==> src/rtl/alu_issuer.sv <==
// Single-issue ALU sequencer: decodes a MIPS-style instruction, drives an external
// ALU for two cycles, and holds the captured result until the consumer takes it.
package ALUType;
  typedef logic [31:0] op_t;
  typedef enum logic [2:0] {
    AND       = 3'd0,
    OR        = 3'd1,
    XOR       = 3'd2,
    ADD       = 3'd3,
    SUB       = 3'd4,
    LESS_THAN = 3'd5
  } cmd_t;
endpackage

module alu_issuer
  import ALUType::*;
(
  input  logic        clk,
  input  logic        rst,
  input  logic        instr_valid,
  output logic        instr_ready,
  input  logic [31:0] instr,
  input  op_t         rs_val,
  input  op_t         rt_val,
  output cmd_t        alu_cmd,
  output op_t         alu_a,
  output op_t         alu_b,
  input  op_t         alu_out,
  input  logic        alu_overflow,
  input  logic        alu_zero,
  output logic        res_valid,
  input  logic        res_ready,
  output op_t         res_data,
  output logic        res_zero,
  output logic        res_overflow,
  output logic        res_trap,
  output logic        res_illegal
);

  typedef enum logic [1:0] {IDLE, ISSUE, WAIT, DONE} state_t;

  typedef struct packed {
    logic legal;
    logic trap;
    cmd_t cmd;
    op_t  b;
  } dec_t;

  state_t state_q, state_d;
  cmd_t   cmd_q;
  op_t    a_q, b_q;
  logic   trap_q;
  op_t    res_data_q;
  logic   res_zero_q, res_ovf_q, res_trap_q, res_ill_q;

  dec_t        dec;
  logic [5:0]  opcode, funct;
  logic [15:0] imm;
  op_t         imm_sx, imm_zx;
  logic        accept;
  logic [9:0]  unused_bits;

  assign opcode      = instr[31:26];
  assign funct       = instr[5:0];
  assign imm         = instr[15:0];
  assign imm_sx      = {{16{imm[15]}}, imm};
  assign imm_zx      = {16'h0000, imm};
  assign unused_bits = instr[25:16];

  // Operand A is always rs; only B and the command depend on the encoding.
  always_comb begin
    dec.legal = 1'b1;
    dec.trap  = 1'b0;
    dec.cmd   = AND;
    dec.b     = rt_val;
    unique case (opcode)
      6'h00: begin
        unique case (funct)
          6'h20: begin dec.cmd = ADD; dec.trap = 1'b1; end
          6'h21: dec.cmd = ADD;
          6'h22: begin dec.cmd = SUB; dec.trap = 1'b1; end
          6'h23: dec.cmd = SUB;
          6'h24: dec.cmd = AND;
          6'h25: dec.cmd = OR;
          6'h27: dec.cmd = XOR;   // ALU's XOR slot computes nor
          6'h2A: dec.cmd = LESS_THAN;
          default: dec.legal = 1'b0;
        endcase
      end
      6'h04: dec.cmd = SUB;
      6'h08: begin dec.cmd = ADD; dec.b = imm_sx; dec.trap = 1'b1; end
      6'h09: begin dec.cmd = ADD; dec.b = imm_sx; end
      6'h0A: begin dec.cmd = LESS_THAN; dec.b = imm_sx; end
      6'h0C: begin dec.cmd = AND; dec.b = imm_zx; end
      6'h0D: begin dec.cmd = OR;  dec.b = imm_zx; end
      default: dec.legal = 1'b0;
    endcase
  end

  assign instr_ready = (state_q == IDLE);
  assign accept      = instr_ready && instr_valid;

  always_comb begin
    state_d = state_q;
    unique case (state_q)
      IDLE:    if (accept) state_d = dec.legal ? ISSUE : DONE;
      ISSUE:   state_d = WAIT;
      WAIT:    state_d = DONE;
      DONE:    if (res_ready) state_d = IDLE;
      default: state_d = IDLE;
    endcase
  end

  always_ff @(posedge clk) begin
    if (rst) state_q <= IDLE;
    else     state_q <= state_d;
  end

  // Result registers are cleared on accept so an illegal op reports all zeros.
  always_ff @(posedge clk) begin
    if (rst) begin
      cmd_q      <= AND;
      a_q        <= '0;
      b_q        <= '0;
      trap_q     <= 1'b0;
      res_data_q <= '0;
      res_zero_q <= 1'b0;
      res_ovf_q  <= 1'b0;
      res_trap_q <= 1'b0;
      res_ill_q  <= 1'b0;
    end else begin
      unique case (state_q)
        IDLE: if (accept) begin
          cmd_q      <= dec.cmd;
          a_q        <= rs_val;
          b_q        <= dec.b;
          trap_q     <= dec.trap;
          res_data_q <= '0;
          res_zero_q <= 1'b0;
          res_ovf_q  <= 1'b0;
          res_trap_q <= 1'b0;
          res_ill_q  <= ~dec.legal;
        end
        ISSUE: begin
          res_ovf_q  <= alu_overflow;
          res_trap_q <= alu_overflow & trap_q;
        end
        WAIT: begin
          res_data_q <= alu_out;
          res_zero_q <= alu_zero;
        end
        default: ;
      endcase
    end
  end

  always_comb begin
    alu_cmd = AND;
    alu_a   = '0;
    alu_b   = '0;
    if (state_q == ISSUE || state_q == WAIT) begin
      alu_cmd = cmd_q;
      alu_a   = a_q;
      alu_b   = b_q;
    end
  end

  assign res_valid    = (state_q == DONE);
  assign res_data     = res_data_q;
  assign res_zero     = res_zero_q;
  assign res_overflow = res_ovf_q;
  assign res_trap     = res_trap_q;
  assign res_illegal  = res_ill_q;

endmodule

==> config.mk <==
export PLATFORM = sky130hd
export DESIGN_NAME = alu_issuer
export DESIGN_NICKNAME = d
export VERILOG_FILES = /design/src/rtl/alu_issuer.sv
export SDC_FILE = /design/constraint.sdc
export NUM_CORES = 1
export LEC_CHECK = 0
export BUFFER_PORTS_ARGS = -buffer_cell sky130_fd_sc_hd__buf_2
export CAP_MARGIN = 20
export CORE_MARGIN = 8
export CORE_UTILIZATION = 49
export DETAILED_ROUTE_END_ITERATION = 6
export GPL_TIMING_DRIVEN = 0
export PLACE_DENSITY_LB_ADDON = 0.25
export REMOVE_ABC_BUFFERS = 1
export SYNTH_ARGS = -nofsm -noshare
export SYNTH_HDL_FRONTEND = slang
export SYNTH_SLANG_ARGS = --single-unit
==> constraint.sdc <==
create_clock -name clk -period 5.3 [get_ports clk]
set_input_delay 1.59 -clock clk [delete_from_list [all_inputs] [get_ports clk]]
set_output_delay 1.59 -clock clk [all_outputs]
set_load 0.01 [all_outputs]
# After elaboration in Yosys (flattened, before gate mapping)

Cells that the tools add are included.

Memories kept: 0
Flip-flop bits (word level): 106
Latch bits: 0
Logic and storage cells: 69
Memory bits (writable): 0
ROM bits: 0
Input port bits: 134
Output and inout bits: 105

Mux-type cells: 20
Shifts and indexed selects: 0
Equal/unequal tests: 19
Add/sub/neg operators: 0
Reductions and logical operators: 18
Bitwise gates (word level): 2
Div/mod/pow operators: 0
$lt $le $gt $ge: 0
Multiply operators: 0

Operators by type and width:

| cell               | number |
|---|---|
| $pmux 32 s2        | 2 |
| $mux 32            | 3 |
| $eq 6x6->1 const B | 8 |
| $eq 6x4->1 const B | 5 |
| $pmux 3 s5         | 2 |
| $pmux 1 s2         | 5 |
| $reduce_or 2->1    | 5 |
| $pmux 2 s4         | 1 |
| $reduce_and 2->1   | 4 |
| $reduce_or 8->1    | 1 |
| $eq 6x3->1 const B | 1 |
| $logic_not 6->1    | 1 |
| $mux 2             | 3 |
| $reduce_or 6->1    | 1 |
| $eq 2x2->1 const B | 2 |
| $ne 2x1->1 const B | 2 |
| $reduce_bool 2->1  | 2 |
| $mux 1             | 3 |
| $mux 3             | 1 |
| $reduce_or 3->1    | 1 |
| $eq 2x1->1 const B | 1 |
| $logic_not 2->1    | 1 |
| $and 1x1->1        | 1 |
| $logic_and 1x1->1  | 1 |
| 2 further kinds    | 2 |

# Depth between registers and ports, before layout

Depth after elaboration: 7
Depth in mapped cells: 9
Gate-level depth less buffers: 6

# Least setup slack after synthesis

No wires, ideal clock.

Kind: register to output
Start point: register state_q[0]
End point: output alu_a[13]
Buffers on the path: 2
Cell stages (with the launch flop): 6
Arrival time: 1363 ps
Slack: 2347 ps
Required time: 3710 ps
Path through: dfxtp_1 > inv_1 > ha_1 > clkbuf_1 > clkbuf_1 > and2_1

Longest elaborated chain between the ends: 3
Elaborated cells between the ends (all ways): 4
Those cells by class: 2 x eq/ne; 1 x mux; 1 x reduce/logical

RTL lines:

| item                                            | line | text |
|---|---|---|
| from (decl)                                     | 49   | `state_t state_q, state_d;` |
| from (signal assigned)                          | 116  | `else state_q <= state_d;` |
| $eq 2x1->1 / $eq 2x2->1 (equally long branches) | 161  | `if (state_q == ISSUE \|\| state_q == WAIT) begin` |
| $logic_or 1x1->1 (*)                            | 161  |  |
| $mux 32 (*)                                     | 161  |  |
| to (decl)                                       | 26   | `output op_t alu_a,` |

Mark *: on every way between the ends. The rest lies on a longest branch, timed or not.

# Worst setup path after layout

Start point: register state_q[0]
End point: output alu_b[20]

Longest elaborated chain between the ends: 3
Elaborated cells between the ends (all ways): 4
Those cells by class: 2 x eq/ne; 1 x mux; 1 x reduce/logical

RTL lines:

| item                                            | line | text |
|---|---|---|
| $eq 2x1->1 / $eq 2x2->1 (equally long branches) | 161  |  |
| $logic_or 1x1->1 (*)                            | 161  |  |
| $mux 32 (*)                                     | 161  |  |
| to (decl)                                       | 27   | `output op_t alu_b,` |

Marked as above.

==> summary.txt <==
Clock network
  – Level count of the clock H-tree: 3
  – Hold-fix buffers, CTS: 0
  – Clock latency on the worst-skew pair: 0.36 ns
  – Buffer count from post-CTS setup fixing: 0
  – Inserted Clock Buffers: 9
  – CTS root buf: sky130_fd_sc_hd__clkbuf_8
  – Clock transition time at the flip-flop clock pins of the worst setup and hold paths: 0.09 ns
  – Cells resized by post-CTS repair: 0
  – Worst-case clock buffer depth: 2
  – Clock tree from TritonCTS: built
  – Clock Sinks: 106

STA
  – Final critical-path required period: 3.65 ns
  – Final count of pins violating max slew: 0
  – # setup viols final: 0
  – RSZ-0062 raised after global routing: false
  – Clock skew after layout: 0.0196 ns
  – Relative slew slack: 0.421
  – Timing-limited maximum frequency: 0.274 GHz
  – Tightest Pin Transition: 0.867 ns
  – Period utilization: 0.689
  – Setup ws final: 1.65 ns
  – Count of final hold-check violations: 0

Global route
  – GR Overflow Total: 0
  – First-pass GRT wire length: 21000 um
  – Antenna violations before repair: 1
  – Via count of the first global-routing pass: 4400
  – Total global-route track usage: 0.200
  – Largest net degree at the start of global routing: 84

Cells and area
  – Number of diodes: 0
  – Final cell count without fillers: 868
  – Layout net count: 891
  – Fraction of layout cells with a size suffix above 1: 0.339
  – Layout overhead on the synthesized area: 30.9%

Power and ir drop
  – Total power per unit cell area: 464 nW/um2
  – Total power after layout: 2.77 mW
  – Largest vdd supply drop: 0.322 mV
  – Cell leakage power: 2.89 nW

Synth
  – Register area share after synthesis: 0.465
  – Post-synthesis cell type count: 40
  – Top cells by area in the synthesized netlist: sky130_fd_sc_hd__dfxtp_1, sky130_fd_sc_hd__and2_1, sky130_fd_sc_hd__nand2_1
  – Asr flop ratio synth: 0
  – Area leader, netlist: sky130_fd_sc_hd__dfxtp_1
  – Cells after Synth: 553
  – Top flip-flop cell by instance count after synthesis: sky130_fd_sc_hd__dfxtp_1
  – Number of flops mapped to enable cells by yosys: 0
  – #FFs+latches synth: 106
  – Ranking of synthesized cells by instance count: sky130_fd_sc_hd__dfxtp_1, sky130_fd_sc_hd__nand2_1, sky130_fd_sc_hd__nor2_1
  – Post-synthesis cell area: 4560 um2
  – Yosys synthesis warning count: 0
  – Fraction of synthesized cell area taken by the top area cell type: 0.465
  – Library cell with the highest instance count after synthesis: sky130_fd_sc_hd__dfxtp_1
  – Avg Cell Area, Syn: 8.25 um2

Placed design
  – DP HPWL: 9870 um
  – Worst slack after detailed placement: 1.82 ns
  – Final weighted congestion in routability-driven placement: 0.773
  – Port Buffers: 228
  – Cell count after placement: 852

Detailed routing
  – Sum of routed wire length over all layers: 13400 um
  – Vias per inst: 5.15
  – DR vias: 4468
  – DRC violations left: 0
  – Residual antenna-violating net count after detailed routing: 0
  – Iteration-0 DRC count of the detailed router: 273
  – Drt first pass iters: 4
  – DR WL/cell: 15.4 um

Setup path
  – Delay contributed by the slowest stage of the critical path: 0.69 ns
  – Critical path class: flip-flop to output port
  – Worst-case reg-to-reg path depth: 7
  – Worst reg-to-reg setup slack: 2.81 ns
  – Worst r2r src: state_q[0]
  – Kind of end point of the critical path: output port
  – Maximum fanout along the worst path: 36
  – List of cells traversed by the critical path: inv_1 > ha_2 > buf_16 > and2_1 > buf_2
  – Critical-path cell with the highest stage delay: sky130_fd_sc_hd__ha_2
  – Crit. Startpoint: state_q[0]
  – Element type at the critical path start: flip-flop
  – CP Data Required Time: 3.71 ns
  – Worst reg2reg path endpoint: b_q[28]
  – Worst path arrival time: 2.06 ns

Floorplanning
  – Effective utilization at floorplan: 0.498
  – Placeable Area: 9150 um2
  – Die Outline Area: 12700 um2
  – Floorplan die width: 112 um
  – Number of I/O pins: 239
  – Cell row count: 35
  – Vert. Die Dim: 112 um

Run
  – Max capacitance violation total: 0

Worst hold path
  – Critical hold path startpoint: a_q[31]
  – Worst hold path depth: 2
  – Worst hold path class: flip-flop to flip-flop
  – Worst Hold Path EP: a_q[31]

Outcome
  – Run status: finished clean
==> registers in the layout, summed over array words and instances (netlist names) <==
name          flops
res_trap          1
trap_q            1
a_q              32
res_data         32
state_q           2
b_q              32
res_zero          1
res_illegal       1
cmd_q             3
res_overflow      1
==> kinds of logic (layout without fill, tap and decap cells) <==
family / Yosys count / in the layout / share of synthesized area
compound gates: 121 / 121 / 0.178
fa+ha+maj: 4 / 4 / 0.0110
buf+inv: 49 / 253 / 0.0475
flops: 106 / 106 / 0.465
mux: 10 / 10 / 0.0222
simple gates: 263 / 263 / 0.277
==> per-stage QoR <==
stage          utilization  TNS, ns  cell area [um2]  hold WS [ns]
2_1_floorplan            -        0             4360         0.426
3_3_place_gp         0.617   -25.17             5640         0.436
3_5_place_dp         0.628        0             5740         0.443
4_1_cts              0.649        0             5940         0.457
5_1_grt              0.652        0             5970         0.475
6_report             0.652        0             5970         0.454
==> how the worst max path moves through the flow <==
stage | end
final | alu_b[20]
after global routing | alu_b[20]
after CTS | alu_b[20]
after detailed placement | b_q[28]
after global placement | res_data[4]
after floorplan | res_data[0]
==> metal layers <==
| metal | track usage | up-vias | part of all wire |
|---|---|---|---|
| li1 | - | 2282 | - |
| met5 | 0 | - | 0.00060 |
| met4 | 0.0872 | 2 | 0.027 |
| met3 | 0.0639 | 25 | 0.070 |
| met1 | 0.223 | 1998 | 0.41 |
| met2 | 0.343 | 161 | 0.49 |
==> worst max-delay path, delay by kind of cell, from the launching register on <==
| family | cells | cell delay [ns] |
|---|---|---|
| fa+ha+maj | 1 | 0.69 |
| flops | 1 | 0.39 |
| simple gates | 1 | 0.16 |
| buf+inv | 3 | 0.45 |
==> where the power goes <==
| part | switching [mW] | internal (mW) |
|---|---|---|
| combinational | 0.730 | 0.490 |
| sequential | 0.0808 | 0.969 |
| clock | 0.278 | 0.223 |
| total | 1.09 | 1.68 |
==> area by class of cell <==
cell class                      instances  area, um2
Clock buffer                            9        124
Clock inverter                          6       76.3
Fill cell                             812       3180
Inverter                                5       18.8
Multi-Input combinational cell        398       2230
Sequential cell                       106       2120
Tap cell                              111        139
Timing Repair Buffer                  233       1260
==> placed cells by master, fill, tap and decap left out, types with 4 or more instances in the layout <==
cell type / n
sky130_fd_sc_hd__nor2_1: 74
sky130_fd_sc_hd__dfxtp_1: 106
sky130_fd_sc_hd__mux2i_1: 9
sky130_fd_sc_hd__a21oi_1: 52
sky130_fd_sc_hd__nor3_1: 18
sky130_fd_sc_hd__inv_1: 5
sky130_fd_sc_hd__a22oi_1: 34
sky130_fd_sc_hd__a311oi_1: 7
sky130_fd_sc_hd__clkbuf_8: 9
sky130_fd_sc_hd__a211oi_1: 10
sky130_fd_sc_hd__buf_2: 227
sky130_fd_sc_hd__nand2_1: 76
sky130_fd_sc_hd__nor2b_1: 4
sky130_fd_sc_hd__and2_1: 68
sky130_fd_sc_hd__nand3_1: 9
(Power assumes the default switching activity.)
